[src/rtl/serial_geq_ctrl.sv]
// serial_geq_ctrl: MSB-first 2-bit-per-cycle a >= b comparator with start/done handshake.
// Optional EARLY_EXIT_EN: finish on the first differing slice instead of running all W/2 slices.
module serial_geq_ctrl #(
  parameter int W = 8
) (
  input  logic         clk,
  input  logic         reset_n,
  input  logic         start,
  input  logic [W-1:0] a,
  input  logic [W-1:0] b,
  output logic         ready,
  output logic         done,
  output logic         ageqb
);
  localparam int N  = W / 2;
  localparam int IW = (N > 1) ? $clog2(N) : 1;
`ifdef EARLY_EXIT_EN
  localparam bit EE = 1'b1;
`else
  localparam bit EE = 1'b0;
`endif
  if (W < 2 || W % 2 != 0) begin : g_bad_w
    $error("serial_geq_ctrl: W must be even and >= 2");
  end
  typedef enum logic [1:0] {IDLE, RUN, DONE} state_t;
  state_t state, state_n;
  logic [W-1:0] sra, srb;
  logic [IW-1:0] idx;
  logic decided, res;
  logic [1:0] sa, sb;
  logic gt, last, early, dec_n, res_n;
  always_comb begin
    sa    = sra[W-1 -: 2];
    sb    = srb[W-1 -: 2];
    gt    = sa > sb;
    last  = idx == IW'(N - 1);
    early = EE && !decided && (sa != sb);
    dec_n = decided || (sa != sb);
    res_n = decided ? res : gt;
    state_n = state;
    case (state)
      IDLE:    state_n = start ? RUN : IDLE;
      RUN:     state_n = (last || early) ? DONE : RUN;
      DONE:    state_n = IDLE;
      default: state_n = IDLE;
    endcase
  end
  assign ready = state == IDLE;
  assign done  = state == DONE;
  always_ff @(posedge clk or negedge reset_n) begin
    if (!reset_n) begin
      state   <= IDLE;
      sra     <= '0;
      srb     <= '0;
      idx     <= '0;
      decided <= 1'b0;
      res     <= 1'b0;
      ageqb   <= 1'b0;
    end else begin
      state <= state_n;
      if (state == IDLE && start) begin
        sra     <= a;
        srb     <= b;
        idx     <= '0;
        decided <= 1'b0;
        res     <= 1'b0;
        ageqb   <= 1'b0;
      end else if (state == RUN) begin
        decided <= dec_n;
        res     <= res_n;
        sra     <= sra << 2;
        srb     <= srb << 2;
        idx     <= last ? idx : idx + 1'b1;
        // no differing slice at all means a == b
        if (state_n == DONE) ageqb <= dec_n ? res_n : 1'b1;
      end
    end
  end
endmodule

[config.mk]
export PLATFORM = sky130hd
export DESIGN_NAME = serial_geq_ctrl
export DESIGN_NICKNAME = d
export VERILOG_FILES = /design/src/rtl/serial_geq_ctrl.sv
export SDC_FILE = /design/constraint.sdc
export NUM_CORES = 1
export LEC_CHECK = 0
export CAP_MARGIN = 10
export CORE_MARGIN = 2
export CORE_UTILIZATION = 45
export DETAILED_ROUTE_END_ITERATION = 7
export PLACE_DENSITY_LB_ADDON = 0.1
export SYNTH_ARGS = -nofsm -noshare
export SYNTH_HDL_FRONTEND = slang
export SYNTH_SLANG_ARGS = --single-unit
export TNS_END_PERCENT = 100
[constraint.sdc]
create_clock -name clk -period 2.6 [get_ports clk]
set_input_delay 0.52 -clock clk [delete_from_list [all_inputs] [get_ports clk]]
set_output_delay 0.52 -clock clk [all_outputs]
set_load 0.05 [all_outputs]
==> results by group <==
Timing
  – Number of endpoints with negative hold slack in the final report: 0
  – Unrepaired setup endpoints after global routing: false
  – Achievable frequency: 444.7 MHz
  – Post-Route Setup TNS: 0 ps
  – Measured slew at the worst slew-check pin: 630.6 ps
  – Hold Worst Slack: 488.6 ps
  – Clk_skew: 0.7130 ps
  – Slew Limit Headroom: 57.77%
  – Min Tclk post-route: 2249 ps
  – Worst setup slack after layout: 351.1 ps
  – Number of failing setup endpoints in the final timing report: 0
  – Final critical-path share of the clock period: 86.50%
  – Total count of max-transition violations in the final report: 0

Clocking
  – Clock slew at the register clock pins of the worst setup and hold paths: 120 ps
  – Total number of H-tree levels: 1
  – Clock insertion delay at the later pin of the skew report: 300 ps
  – Number of buffers inserted for hold repair after clock tree synthesis: 0
  – TritonCTS clock tree: yes
  – Total clock buffers created by CTS: 3
  – Post_cts resized: 0
  – Postcts setup bufs: 0
  – Sinks on Clock Net: 23
  – Clock root buffer master: clkbuf_4
  – Largest buffer count on any clock path: 2

Placement
  – Worst-case setup slack after placement: 603.2 ps
  – RD Place Congestion: 0.7387
  – Sum of net half-perimeters after detailed placement: 1368 µm
  – Total of buffers placed on input and output ports: 21

Yosys
  – Post-synthesis instance area: 0.001046 mm²
  – Net count after synthesis: 127
  – Avg Synthesized Cell Area: 9.962 µm²
  – Synth top area share: 55.02%
  – Post-Syn Instances: 105
  – Number of different library cells in the post-synthesis netlist: 24
  – Post-synthesis register bit count: 23
  – Synth top area cells: dfrtp_1 (55%), nand2_1 (11%), a22oi_1 (7.2%)
  – Top cell type by total area after synthesis: dfrtp_1
  – Sequential share of the synthesized area: 55.02%
  – YS warnings: 0

Layout
  – Layout-stage area growth over the synthesis result: 24.52%
  – Fin nets: 150
  – Fin util: 58.88%
  – Fraction of final layout cells with drive strength greater than 1: 8.661%
  – Most common cell after layout, fill and taps aside: nand2_1
  – Diode insertion count for antenna repair: 0
  – # fillers: 214
  – Most frequent cells in the layout: nand2_1 (31), dfrtp_1 (23), clkdlybuf4s50_1 (21)

Global routing
  – Largest net degree at the start of global routing: 24
  – GRT Residual Overflow: 0
  – Wire length of the first global-routing pass: 3229 µm
  – Number of global-route vias before repair: 764
  – GRT Util Overall: 15.99%
  – Initial antenna violation count: 0

Outcome
  – Result of the run: finished clean

Pwr
  – Sequential share of power: 42.5%
  – Internal power of the cells: 0.8302 mW
  – Post-route total power: 1.398 mW
  – Net switching share of the total power: 40.61%
  – Sw power: 0.5676 mW
  – Comb pwr share: 46.2%
  – Peak VDD IR: 0.5314 mV
  – Leakage: 0.5958 nW
  – Clock share of power: 11.3%
  – P per Cell Area: 1073 mW/mm²

Floorplan
  – Die extent in x: 52.21 µm
  – Count of pins on the block boundary: 22
  – Count of standard-cell rows: 17
  – Initial core utilization: 47.29%
  – Die height: 52.21 µm
  – Die area: 0.002726 mm²
  – Core Area: 0.002212 mm²

Run
  – Total of max-cap violations: 0

Worst setup path
  – Kind of start point of the critical path: register
  – Maximum fanout count along the critical path: 5
  – Worst setup EP type: primary output
  – Worst Setup Path Type: register to primary output
  – Crit path DAT: 1730 ps
  – Worst path required time: 2080 ps

Routing
  – Total via count after detailed routing: 806
  – Starting DRT DRC Count: 12
  – Antenna-violating nets left: 0
  – Detailed-router iteration count before antenna repair: 4
  – Final routed wirelength across all metal layers: 1848 µm
  – Routed len/inst: 11.92 µm
  – Average vias per placed instance: 5.200
  – Number of remaining DRC errors: 0

Hold path
  – Tightest Hold Check Type: register to register
==> power by group through the flow <==
| stage | combinational (mW) | sequential [mW] | clock, mW |
|---|---|---|---|
| global placement | 0.636 | 0.597 | 0 |
| floorplan | 0.498 | 0.609 | 0 |
| finish | 0.646 | 0.594 | 0.158 |
| detailed placement | 0.653 | 0.603 | 0 |
| CTS | 0.657 | 0.594 | 0.170 |
| global route | 0.738 | 0.613 | 0.181 |
==> critical path, cell delays in order (launching register included) <==
cell and delay [ps]:
dfrtp_1 460, nor2_1 160, clkdlybuf4s50_1 820
==> flip-flops by register name (all words and copies together) (netlist names) <==
register and flops:
ageqb 1, idx 2, state 2, decided 1
sra 8, srb 8, res 1
==> final cells by class <==
class / count / area [µm²] / area share [%]
clock buffer: 3 / 22.52 / 1.729
clock inverter: 1 / 5.005 / 0.3842
inverter: 2 / 7.507 / 0.5764
multi-input combinational: 75 / 431.7 / 33.14
sequential: 23 / 575.6 / 44.19
tap: 28 / 35.03 / 2.690
timing repair buffer: 23 / 225.2 / 17.29
==> through the flow <==
step,cell area [µm²],cells
floorplan,1046,105
global placement,1275,151
detailed placement,1275,151
CTS,1303,155
global route,1303,155
finish,1303,155
==> synthesized netlist by cell type <==
| master | number |
|---|---|
| nand2b_1 | 1 |
| nand3_1 | 1 |
| o21ai_0 | 4 |
| ha_1 | 3 |
| nor2_1 | 2 |
| inv_1 | 2 |
| a221o_1 | 2 |
| buf_6 | 1 |
| a22oi_1 | 10 |
| o21ai_1 | 5 |
| nor2_2 | 2 |
| a31oi_1 | 1 |
| nor2b_2 | 1 |
| dfrtp_1 | 23 |
| a21oi_1 | 2 |
| buf_2 | 4 |
| nor2b_1 | 2 |
| nor3_1 | 2 |
| a21boi_1 | 2 |
| nor3b_4 | 1 |
| nand3b_1 | 1 |
| nand2_1 | 31 |
| and2_4 | 1 |
| xnor2_1 | 1 |
==> cells by family after synthesis <==
logic type	share of synthesized area, %
compound gates	16.39
xor+xnor	0.8375
fa+ha+maj	3.589
buf+inv	3.708
flops	55.02
simple gates	20.46
==> path summary, 6_finish.rpt <==
path	start	endpoint	slack, ps	cells after the start
min in group asynchronous	reset_n	srb[1]$_DFFE_PN0P_	550	2
min	sra[5]$_DFFE_PN0P_	sra[5]$_DFFE_PN0P_	490	2
max reg2reg	state[0]$_DFF_PN0_	ageqb$_DFFE_PN0P_	1040	4
min reg2reg	sra[5]$_DFFE_PN0P_	sra[5]$_DFFE_PN0P_	490	2
max in group asynchronous	reset_n	res$_DFFE_PN0P_	1830	2
max	state[0]$_DFF_PN0_	ready	350	2
==> layer usage <==
layer / share of wire (%) / up-vias / GRT usage, %
li1: - / 404 / -
met3: 3.9 / 2 / 1.714
met1: 45 / 385 / 19.92
met2: 50 / 15 / 28.27
met4: 0.49 / 0 / 6.410
met5: 0 / - / 0
Power figures use the tool's default switching activity.
==> variant: new RTL, same settings <==
`W`: 8 -> 16.
--- a/src/rtl/serial_geq_ctrl.sv
+++ b/src/rtl/serial_geq_ctrl.sv
@@ -2,5 +2,5 @@
 // Optional EARLY_EXIT_EN: finish on the first differing slice instead of running all W/2 slices.
 module serial_geq_ctrl #(
-  parameter int W = 8
+  parameter int W = 16
 ) (
   input  logic         clk,
Ports: changed (resized a and b); port bits go from 22 to 38. No check against the original RTL was run, so the function may have changed too.
==> variant against the unedited design <==
Routed wire length is 93% higher. Count of clock-buffer cells in the layout is 2 higher. Area after synthesis is 71% higher. Clock skew is 0.0028 ns higher. Setup slack worse by 0.063 ns. Power is 65% higher. First-iteration DRC count grew to 5.1 times the old value. Sequential cell count is 17 higher. Cell area is 73% higher. Largest power group is now registers.
==> variant: results (changes against the unedited design) <==
status: "completed"  # unchanged
worstPathArrival_ns: 1.79  # was 1.73 ns
dp_slack_ns: 0.603  # about the same
ys_seq_area_frac: 0.561  # was 0.550
fin_cells: 259  # was 155
placed_area_mm2: 0.00218  # was 0.00127 mm²
root_buffer: "clkbuf_8"  # was clkbuf_4
place_hpwl_um: 2440  # was 1370 µm
slew-limit-headroom: 0.434  # was 0.578
yosys-top-cells-area: "dfrtp_1 (56%), nand2_1 (13%), a22oi_1 (11%), ha_1 (2.8%), o21ai_0 (2.2%)"  # was dfrtp_1 (55%), nand2_1 (11%), a22oi_1 (7.2%), ha_1 (3.6%), o21ai_1 (2.4%)
vias_per_cell: 5.33  # was 5.20
slew_viol_final: 0  # unchanged
port_buffers: 37  # was 21
cp_max_fo: 7  # was 5
final-seq-area_mm2: 0.00100  # was 576 µm²
reg.largest.list: "sra (16), srb (16), idx (3)"  # was sra (8), srb (8)
fillers: 341  # was 214
grt_pass1_vias: 1350  # was 764
finalClockSkew_ns: 0.00352  # was 0.000713 ns
groute.usage.overall: 0.180  # was 0.160
syn-num-nets: 214  # was 127
grt_max_degree: 41  # was 24
grt_pass1_wl_um: 5910  # was 3230 µm
numCtsBuffers: 5  # was 3
synthTopCellsByCount: "nand2_1 (63), dfrtp_1 (40), a22oi_1 (25), o21ai_0 (8), buf_2 (7)"  # was nand2_1 (31), dfrtp_1 (23), a22oi_1 (10), o21ai_1 (5)
ir_drop_uv: 604  # was 531 µV
dp_cells: 254  # was 151
cts.clk_slew.worst_paths_ns: 0.07  # was 0.12 ns
clk_latency_ns: 0.28  # was 0.30 ns
p_leak_nw: 1.08  # was 0.596 nW
avgSynthCellArea_um2: 10.2  # was 9.96 µm²
gp_congestion: 0.732  # was 0.739
hold_class: "in2async"  # was reg2reg
wirelength_um: 3580  # was 1850 µm
h-tree-depth: 2  # was 1
drive_above_1_share: 0.0758  # was 0.0866
drt_iter0_drc: 61  # was 12
yosysUniqueCellTypes: 26  # was 24
[variant: cells by family after synthesis]
group	after synthesis	share of synthesized area
and+or+nand+nor	74	0.184
AOI/OAI and AO/OA	40	0.166
DFF	40	0.561
muxes	4	0.0231
adders and majority gates	4	0.0281
buffers and inverters	13	0.0386
[variant: critical path, cell delays in order (launching register included)]
cell             delay, ns
dfrtp_1               0.54
and2b_1               0.17
clkdlybuf4s50_1       0.79
[variant: layout make-up]
class                      count  share of cell area
tap                           48              0.0267
timing repair buffer          40               0.173
sequential                    40               0.445
multi-input combinational    122               0.318
clock buffer                   5              0.0306
inverter                       4             0.00668
[variant: worst paths after layout]
kind / depth (start not counted) / endpoint / slack, ns / start
min: 1 / sra[12]$_DFFE_PN0P_ / 0.33 / reset_n
max: 2 / done / 0.29 / state[1]$_DFF_PN0_
max in group asynchronous: 1 / sra[3]$_DFFE_PN0P_ / 1.72 / reset_n
max reg2reg: 3 / ageqb$_DFFE_PN0P_ / 0.96 / state[0]$_DFF_PN0_
min in group clk: 2 / sra[9]$_DFFE_PN0P_ / 0.48 / sra[9]$_DFFE_PN0P_
min reg2reg: 2 / sra[9]$_DFFE_PN0P_ / 0.48 / sra[9]$_DFFE_PN0P_
[variant: report_power, final]
group          internal (W)  switching [W]
clock network      0.000173       0.000186
registers          0.000879       0.000156
logic              0.000394       0.000519
[variant: routing by layer]
metal / up-vias / GRT usage / part of all wire
met5: - / 0 / 0
met4: 0 / 0.0842 / 0.015
met3: 7 / 0.0422 / 0.058
met2: 36 / 0.303 / 0.48
met1: 662 / 0.218 / 0.45
li1: 676 / - / -
